===== config.mk =====
export PLATFORM = sky130hd
export DESIGN_NAME = shift_unit_pipe_flat
export DESIGN_NICKNAME = d
export VERILOG_FILES = /design/src/rtl/shift_unit_pipe_pkg.sv /design/src/rtl/shift_unit_pipe_if.sv /design/src/rtl/shift_unit_pipe_core.sv /design/src/rtl/shift_unit_pipe.sv /design/src/flat_wrapper.sv
export SDC_FILE = /design/constraint.sdc
export NUM_CORES = 1
export LEC_CHECK = 0
export BUFFER_PORTS_ARGS = -buffer_cell sky130_fd_sc_hd__buf_2
export CAP_MARGIN = 20
export CORE_MARGIN = 8
export CORE_UTILIZATION = 62
export DETAILED_ROUTE_END_ITERATION = 8
export GPL_ROUTABILITY_DRIVEN = 1
export MAX_ROUTING_LAYER = met4
export PLACE_DENSITY = 0.95
export SYNTH_ARGS = -nofsm -noshare
export SYNTH_HDL_FRONTEND = slang
export SYNTH_SLANG_ARGS = --single-unit

===== constraint.sdc =====
create_clock -name clk -period 3.59 [get_ports clk]
set_input_delay 0.1795 -clock clk [delete_from_list [all_inputs] [get_ports clk]]
set_output_delay 0.1795 -clock clk [all_outputs]
set_load 0.02 [all_outputs]

===== src/rtl/shift_unit_pipe_pkg.sv =====
// Shared op codes for the pipelined shift/rotate unit.
// Used by the datapath core, the pipe top and the bench.
package shift_unit_pipe_pkg;

    localparam logic [2:0] OP_SLL = 3'b000;
    localparam logic [2:0] OP_SRL = 3'b001;
    localparam logic [2:0] OP_SRA = 3'b010;
    localparam logic [2:0] OP_SLA = 3'b011;
    localparam logic [2:0] OP_ROL = 3'b100;
    localparam logic [2:0] OP_ROR = 3'b101;

    // Any code with both upper bits set is illegal.
    localparam logic [2:0] OP_ILL_MASK = 3'b110;

    function automatic logic op_illegal(input logic [2:0] op);
        return (op & OP_ILL_MASK) == OP_ILL_MASK;
    endfunction

endpackage


===== src/rtl/shift_unit_pipe_if.sv =====
// Valid/ready stream bundle for the shift unit.
// master: issue/writeback side; slave: the shift unit.
interface shift_unit_pipe_if #(
    parameter int WIDTH = 8
);
    localparam int SAW = $clog2(WIDTH);

    logic             in_valid;
    logic             in_ready;
    logic [2:0]       in_op;
    logic [SAW-1:0]   in_amt;
    logic [WIDTH-1:0] in_data;
    logic             out_valid;
    logic             out_ready;
    logic [WIDTH-1:0] out_data;
    logic             out_ovf;
    logic             out_err;

    modport master (
        output in_valid, in_op, in_amt, in_data, out_ready,
        input  in_ready, out_valid, out_data, out_ovf, out_err
    );

    modport slave (
        input  in_valid, in_op, in_amt, in_data, out_ready,
        output in_ready, out_valid, out_data, out_ovf, out_err
    );

endinterface


===== src/rtl/shift_unit_pipe_core.sv =====
// shift_core: combinational log barrel (op, amt, data) -> (res, ovf, err).
// Ports: op_i/amt_i/data_i in; res_o/ovf_o/err_o out.
module shift_core
    import shift_unit_pipe_pkg::*;
#(
    parameter int WIDTH = 8,
    localparam int SAW = $clog2(WIDTH)
) (
    input  logic [2:0]       op_i,
    input  logic [SAW-1:0]   amt_i,
    input  logic [WIDTH-1:0] data_i,
    output logic [WIDTH-1:0] res_o,
    output logic             ovf_o,
    output logic             err_o
);

    localparam logic [SAW:0] ONE = 1;

    logic             illegal;
    logic             left;
    logic             rot;
    logic             fill;
    logic [WIDTH-1:0] src;
    logic [WIDTH-1:0] top_mask;
    logic [WIDTH-1:0] top_bits;
    logic [SAW:0]     amt_p1;
    logic [WIDTH-1:0] stg [SAW+1];

    always_comb begin
        illegal = op_illegal(op_i);
        left    = (op_i == OP_SLL) || (op_i == OP_SLA) || (op_i == OP_ROL);
        rot     = (op_i == OP_ROL) || (op_i == OP_ROR);
        fill    = (op_i == OP_SRA) && data_i[WIDTH-1];
        // Left ops run through the right barrel on bit-reversed data.
        src = '0;
        for (int i = 0; i < WIDTH; i++) begin
            src[i] = left ? data_i[WIDTH-1-i] : data_i[i];
        end
    end

    assign stg[0] = src;

    for (genvar s = 0; s < SAW; s++) begin : g_bar
        localparam int SH = 1 << s;
        assign stg[s+1] = !amt_i[s] ? stg[s] :
                          rot ? {stg[s][SH-1:0], stg[s][WIDTH-1:SH]} :
                                {{SH{fill}}, stg[s][WIDTH-1:SH]};
    end

    always_comb begin
        // Top amt+1 bits must all agree for SLA to be lossless.
        amt_p1   = {1'b0, amt_i} + ONE;
        top_mask = ~({WIDTH{1'b1}} >> amt_p1);
        top_bits = data_i & top_mask;
        res_o = '0;
        for (int i = 0; i < WIDTH; i++) begin
            res_o[i] = left ? stg[SAW][WIDTH-1-i] : stg[SAW][i];
        end
        if (illegal) begin
            res_o = data_i;
        end
        err_o = illegal;
        ovf_o = (op_i == OP_SLA) &&
                (top_bits != '0) && (top_bits != top_mask);
    end

endmodule


===== src/rtl/shift_unit_pipe.sv =====
// shift_unit_pipe: 2-stage elastic shift/rotate pipe, latency 2.
// Ports: clk, rst (async, active high), sif (slave stream bundle).
module shift_unit_pipe
    import shift_unit_pipe_pkg::*;
#(
    parameter int WIDTH = 8,
    localparam int SAW = $clog2(WIDTH)
) (
    input logic           clk,
    input logic           rst,
    shift_unit_pipe_if.slave sif
);

    logic             s1_valid_q, s1_valid_d;
    logic [2:0]       s1_op_q, s1_op_d;
    logic [SAW-1:0]   s1_amt_q, s1_amt_d;
    logic [WIDTH-1:0] s1_data_q, s1_data_d;
    logic             s2_valid_q, s2_valid_d;
    logic [WIDTH-1:0] s2_data_q, s2_data_d;
    logic             s2_ovf_q, s2_ovf_d;
    logic             s2_err_q, s2_err_d;

    logic             s1_adv, s2_adv, accept;
    logic [WIDTH-1:0] core_res;
    logic             core_ovf, core_err;

    shift_core #(.WIDTH(WIDTH)) u_core (
        .op_i   (s1_op_q),
        .amt_i  (s1_amt_q),
        .data_i (s1_data_q),
        .res_o  (core_res),
        .ovf_o  (core_ovf),
        .err_o  (core_err)
    );

    always_comb begin
        s2_adv = !s2_valid_q || sif.out_ready;
        s1_adv = !s1_valid_q || s2_adv;
        accept = sif.in_valid && s1_adv;

        s1_valid_d = s1_valid_q;
        s1_op_d    = s1_op_q;
        s1_amt_d   = s1_amt_q;
        s1_data_d  = s1_data_q;
        s2_valid_d = s2_valid_q;
        s2_data_d  = s2_data_q;
        s2_ovf_d   = s2_ovf_q;
        s2_err_d   = s2_err_q;

        if (s1_adv) begin
            s1_valid_d = sif.in_valid;
        end
        if (accept) begin
            s1_op_d   = sif.in_op;
            s1_amt_d  = sif.in_amt;
            s1_data_d = sif.in_data;
        end
        if (s2_adv) begin
            s2_valid_d = s1_valid_q;
        end
        if (s2_adv && s1_valid_q) begin
            s2_data_d = core_res;
            s2_ovf_d  = core_ovf;
            s2_err_d  = core_err;
        end
    end

    always_ff @(posedge clk or posedge rst) begin
        if (rst) begin
            s1_valid_q <= 1'b0;
            s1_op_q    <= '0;
            s1_amt_q   <= '0;
            s1_data_q  <= '0;
            s2_valid_q <= 1'b0;
            s2_data_q  <= '0;
            s2_ovf_q   <= 1'b0;
            s2_err_q   <= 1'b0;
        end else begin
            s1_valid_q <= s1_valid_d;
            s1_op_q    <= s1_op_d;
            s1_amt_q   <= s1_amt_d;
            s1_data_q  <= s1_data_d;
            s2_valid_q <= s2_valid_d;
            s2_data_q  <= s2_data_d;
            s2_ovf_q   <= s2_ovf_d;
            s2_err_q   <= s2_err_d;
        end
    end

    assign sif.in_ready  = s1_adv;
    assign sif.out_valid = s2_valid_q;
    assign sif.out_data  = s2_data_q;
    assign sif.out_ovf   = s2_ovf_q;
    assign sif.out_err   = s2_err_q;

endmodule


===== src/flat_wrapper.sv =====
// flat-port wrapper written by rule: the top's interface ports become plain ports
module shift_unit_pipe_flat import shift_unit_pipe_pkg::*;
#(
    parameter int WIDTH = 8,
    localparam int SAW = $clog2(WIDTH)
)
  (clk, rst, sif_in_valid, sif_in_op, sif_in_amt, sif_in_data, sif_out_ready, sif_in_ready, sif_out_valid, sif_out_data, sif_out_ovf, sif_out_err);
  shift_unit_pipe_if #(.WIDTH(WIDTH)) sif_i ();
  input logic clk;
  input logic rst;
  input wire logic [$bits(sif_i.in_valid)-1:0] sif_in_valid;
  input wire logic [$bits(sif_i.in_op)-1:0] sif_in_op;
  input wire logic [$bits(sif_i.in_amt)-1:0] sif_in_amt;
  input wire logic [$bits(sif_i.in_data)-1:0] sif_in_data;
  input wire logic [$bits(sif_i.out_ready)-1:0] sif_out_ready;
  output wire logic [$bits(sif_i.in_ready)-1:0] sif_in_ready;
  output wire logic [$bits(sif_i.out_valid)-1:0] sif_out_valid;
  output wire logic [$bits(sif_i.out_data)-1:0] sif_out_data;
  output wire logic [$bits(sif_i.out_ovf)-1:0] sif_out_ovf;
  output wire logic [$bits(sif_i.out_err)-1:0] sif_out_err;
  assign sif_i.in_valid = sif_in_valid;
  assign sif_i.in_op = sif_in_op;
  assign sif_i.in_amt = sif_in_amt;
  assign sif_i.in_data = sif_in_data;
  assign sif_i.out_ready = sif_out_ready;
  assign sif_in_ready = sif_i.in_ready;
  assign sif_out_valid = sif_i.out_valid;
  assign sif_out_data = sif_i.out_data;
  assign sif_out_ovf = sif_i.out_ovf;
  assign sif_out_err = sif_i.out_err;
  shift_unit_pipe #(.WIDTH(WIDTH)) u_core (.clk(clk), .rst(rst), .sif(sif_i));
endmodule

==> impl_metrics.tcl <==
set metrics [dict create \
    power_mw 1.24 \
    synth-seq-area-share 0.323 \
    ys_ff_latch 26 \
    multi_input_area_um2 1240 \
    yosys.area.top_type "dfrtp_1" \
    finalSetupViolations 0 \
    portBuffers 29 \
    layout-drive-gt1-share 0.275 \
    fmax_ghz 0.406 \
    grt_overflow 0 \
    syn_to_final_growth_pct 9.06 \
    grt_pass1_wl_um 9130 \
    p_per_area_nw_per_um2 563 \
    tightestPinTransition_ns 0.708 \
    dieWidth_um 73.0 \
    dr_total_vias 1974 \
    crit_type "reg2reg" \
    core_area_um2 3080 \
    clk_pin_slew_worst_paths_ns 0.17 \
    postCtsResizedCells 0 \
    async_flop_share 1.00 \
    routedWlPerCell_um 19.7 \
    endpoint_kind "flip-flop" \
    viasPerCell 7.13 \
    yosysWarnings 0 \
    cts.sinks 26 \
    die_area_um2 5330 \
    grt_max_degree 27 \
    synth_commonest_cells "dfrtp_1, nand2_1, mux2_2" \
    irDropWorstVdd_mv 0.374 \
    place_inst 271 \
    core.rowCount 20 \
    grtUsageTotal 0.220 \
    yosysUniqueCellTypes 49 \
    gp_congestion 1.06 \
    period_minus_slack_ns 2.47 \
    rsz0062_at_grt "no" \
    dp_hpwl_um 3890 \
    worst_ep_required_time_ns 3.85 \
    fin_hold_ws_ns 0.0426 \
    drt-initial-drc-count 267 \
    cts_tree "done" \
    slew_violations 0 \
    timing.final.hold_violations 0 \
    synth_top_area_frac 0.323 \
    routed_wl_um 5460 \
    n_antenna_cell 0 \
    synth_cells 219 \
    drtPass1Iterations 5 \
    die_y_um 73.0 \
    yosysMostFrequentCell "dfrtp_1" \
    max-slew-margin-rel 0.528 \
    layout_setup_ws_ns 1.12 \
    cts_buffers 3 \
    leakagePower_nw 0.948 \
    crit_arrival_ns 2.73 \
    cts_root_buf "clkbuf_4" \
    status "finished clean" \
    grt_pass1_vias 1875 \
    synth_nets 237 \
    dp_slack_ns 1.14 \
    critPathMaxFanout 24 \
    drtAntennaViolNets 0 \
    syn_area_um2 2020 \
    syn_avg_cell_area_um2 9.21 \
    start_util 0.655 \
    antenna_found_initial 0 \
    yosys-top-cells-area "dfrtp_1, mux2_2, mux4_2, mux2i_1, nand2_1" \
    hold_path.class "in2reg" \
    synth_enable_flop_cells 0 \
    fillers 234 \
    cp-start-kind "flip-flop" \
    maxCapViolCount 0 \
    fin_crit_sh 0.687 \
    nets 252 \
    finalClockSkew_ns 0.0237 \
    htreeDepth 1 \
    drc 0 \
    clk_path_buf_depth 2 \
    ios 30 \
    stdcell_count 277 \
    ys.flop_type "dfrtp_1" \
    clock_latency_ns 0.35 \
    tns_ns 0 \
    regArea_um2 651 \
]
report_power, final:
part,internal [mW],switching [mW],total (mW)
clock,0.113,0.100,0.213
sequential,0.358,0.126,0.484
combinational,0.246,0.295,0.541
logic make-up (layout without fill, tap and decap cells):
kind of cell,after synthesis,count (layout),share of synthesized area
compound gates,64,64,0.225
xor+xnor,1,1,0.00434
buf+inv,28,42,0.0602
flops,26,26,0.323
mux,34,34,0.221
simple gates,66,66,0.166
worst paths after layout:
kind / start / endpoint / slack, ns / depth (start not counted)
worst max-delay path: u_core.s1_op_q[1]$_DFFE_PP0P_ / u_core.sif.out_data[4]$_DFFE_PP0P_ / 1.12 / 6
worst min-delay path: sif_in_data[7] / u_core.s1_data_q[7]$_DFFE_PP0P_ / 0.04 / 2
worst max register to register: u_core.s1_op_q[1]$_DFFE_PP0P_ / u_core.sif.out_data[4]$_DFFE_PP0P_ / 1.12 / 6
worst min register to register: u_core.sif.out_ovf$_DFFE_PP0P_ / u_core.sif.out_ovf$_DFFE_PP0P_ / 0.52 / 2
max in group asynchronous: rst / u_core.s1_op_q[2]$_DFFE_PP0P_ / 2.71 / 4
min in group asynchronous: rst / u_core.sif.out_data[7]$_DFFE_PP0P_ / 0.38 / 3
worst max-delay path, cell delays in order, from the launching register on:
cell	delay (ns)
dfrtp_1	0.83
nand3b_2	0.26
nand2_2	0.24
mux4_2	0.32
mux2i_1	0.23
a22oi_1	0.16
a221o_1	0.36
repair_timing:
action | CTS | global route
hold buffers | 0 | 1
endpoints found under the hold margin | 0 | 11
buffers inserted | 0 | 0
area by class of cell:
class / count / share of cell area
timing repair buffer: 31 / 0.0774
clock inverter: 1 / 0.0137
inverter: 7 / 0.0119
multi-input combinational: 165 / 0.566
sequential: 26 / 0.296
tap: 44 / 0.0250
clock buffer: 3 / 0.0102
registers in the layout, indices dropped and copies added (netlist names):
name	cells
u_core.sif.out_data	8
u_core.s1_valid_q	1
u_core.sif.out_valid	1
u_core.s1_data_q	8
u_core.s1_op_q	3
u_core.sif.out_err	1
u_core.sif.out_ovf	1
u_core.s1_amt_q	3
layer usage:
metal,GRT usage,vias to the layer above,part of all wire
li1,-,863,-
met1,0.269,922,0.38
met2,0.361,158,0.49
met3,0.0343,31,0.093
met4,0.0733,0,0.042
met5,-,-,0
layout by cell type (no fill, tap or decap), types with 2 or more instances in the layout:
cell	instances
and3b_1	2
a211o_1	2
o22ai_1	3
clkbuf_4	3
a221oi_1	2
nor2_1	11
a221o_1	4
mux2i_1	12
dfrtp_1	26
nor2b_1	3
a31o_2	2
o221ai_1	7
nand2b_1	5
a21oi_1	13
o21ai_0	13
o22a_1	2
mux4_2	6
o2111ai_1	2
inv_2	2
inv_1	5
nand3b_1	2
o211ai_1	4
nand3_1	12
mux2_2	15
nand2_1	22
buf_2	29
per-stage QoR:
stage / area [µm²] / util
after floorplan: 2020 / -
after global placement: 2120 / 0.689
after detailed placement: 2120 / 0.689
after CTS: 2170 / 0.707
after global routing: 2200 / 0.715
final: 2200 / 0.715
No activity file was read; power rests on OpenSTA's default activity.
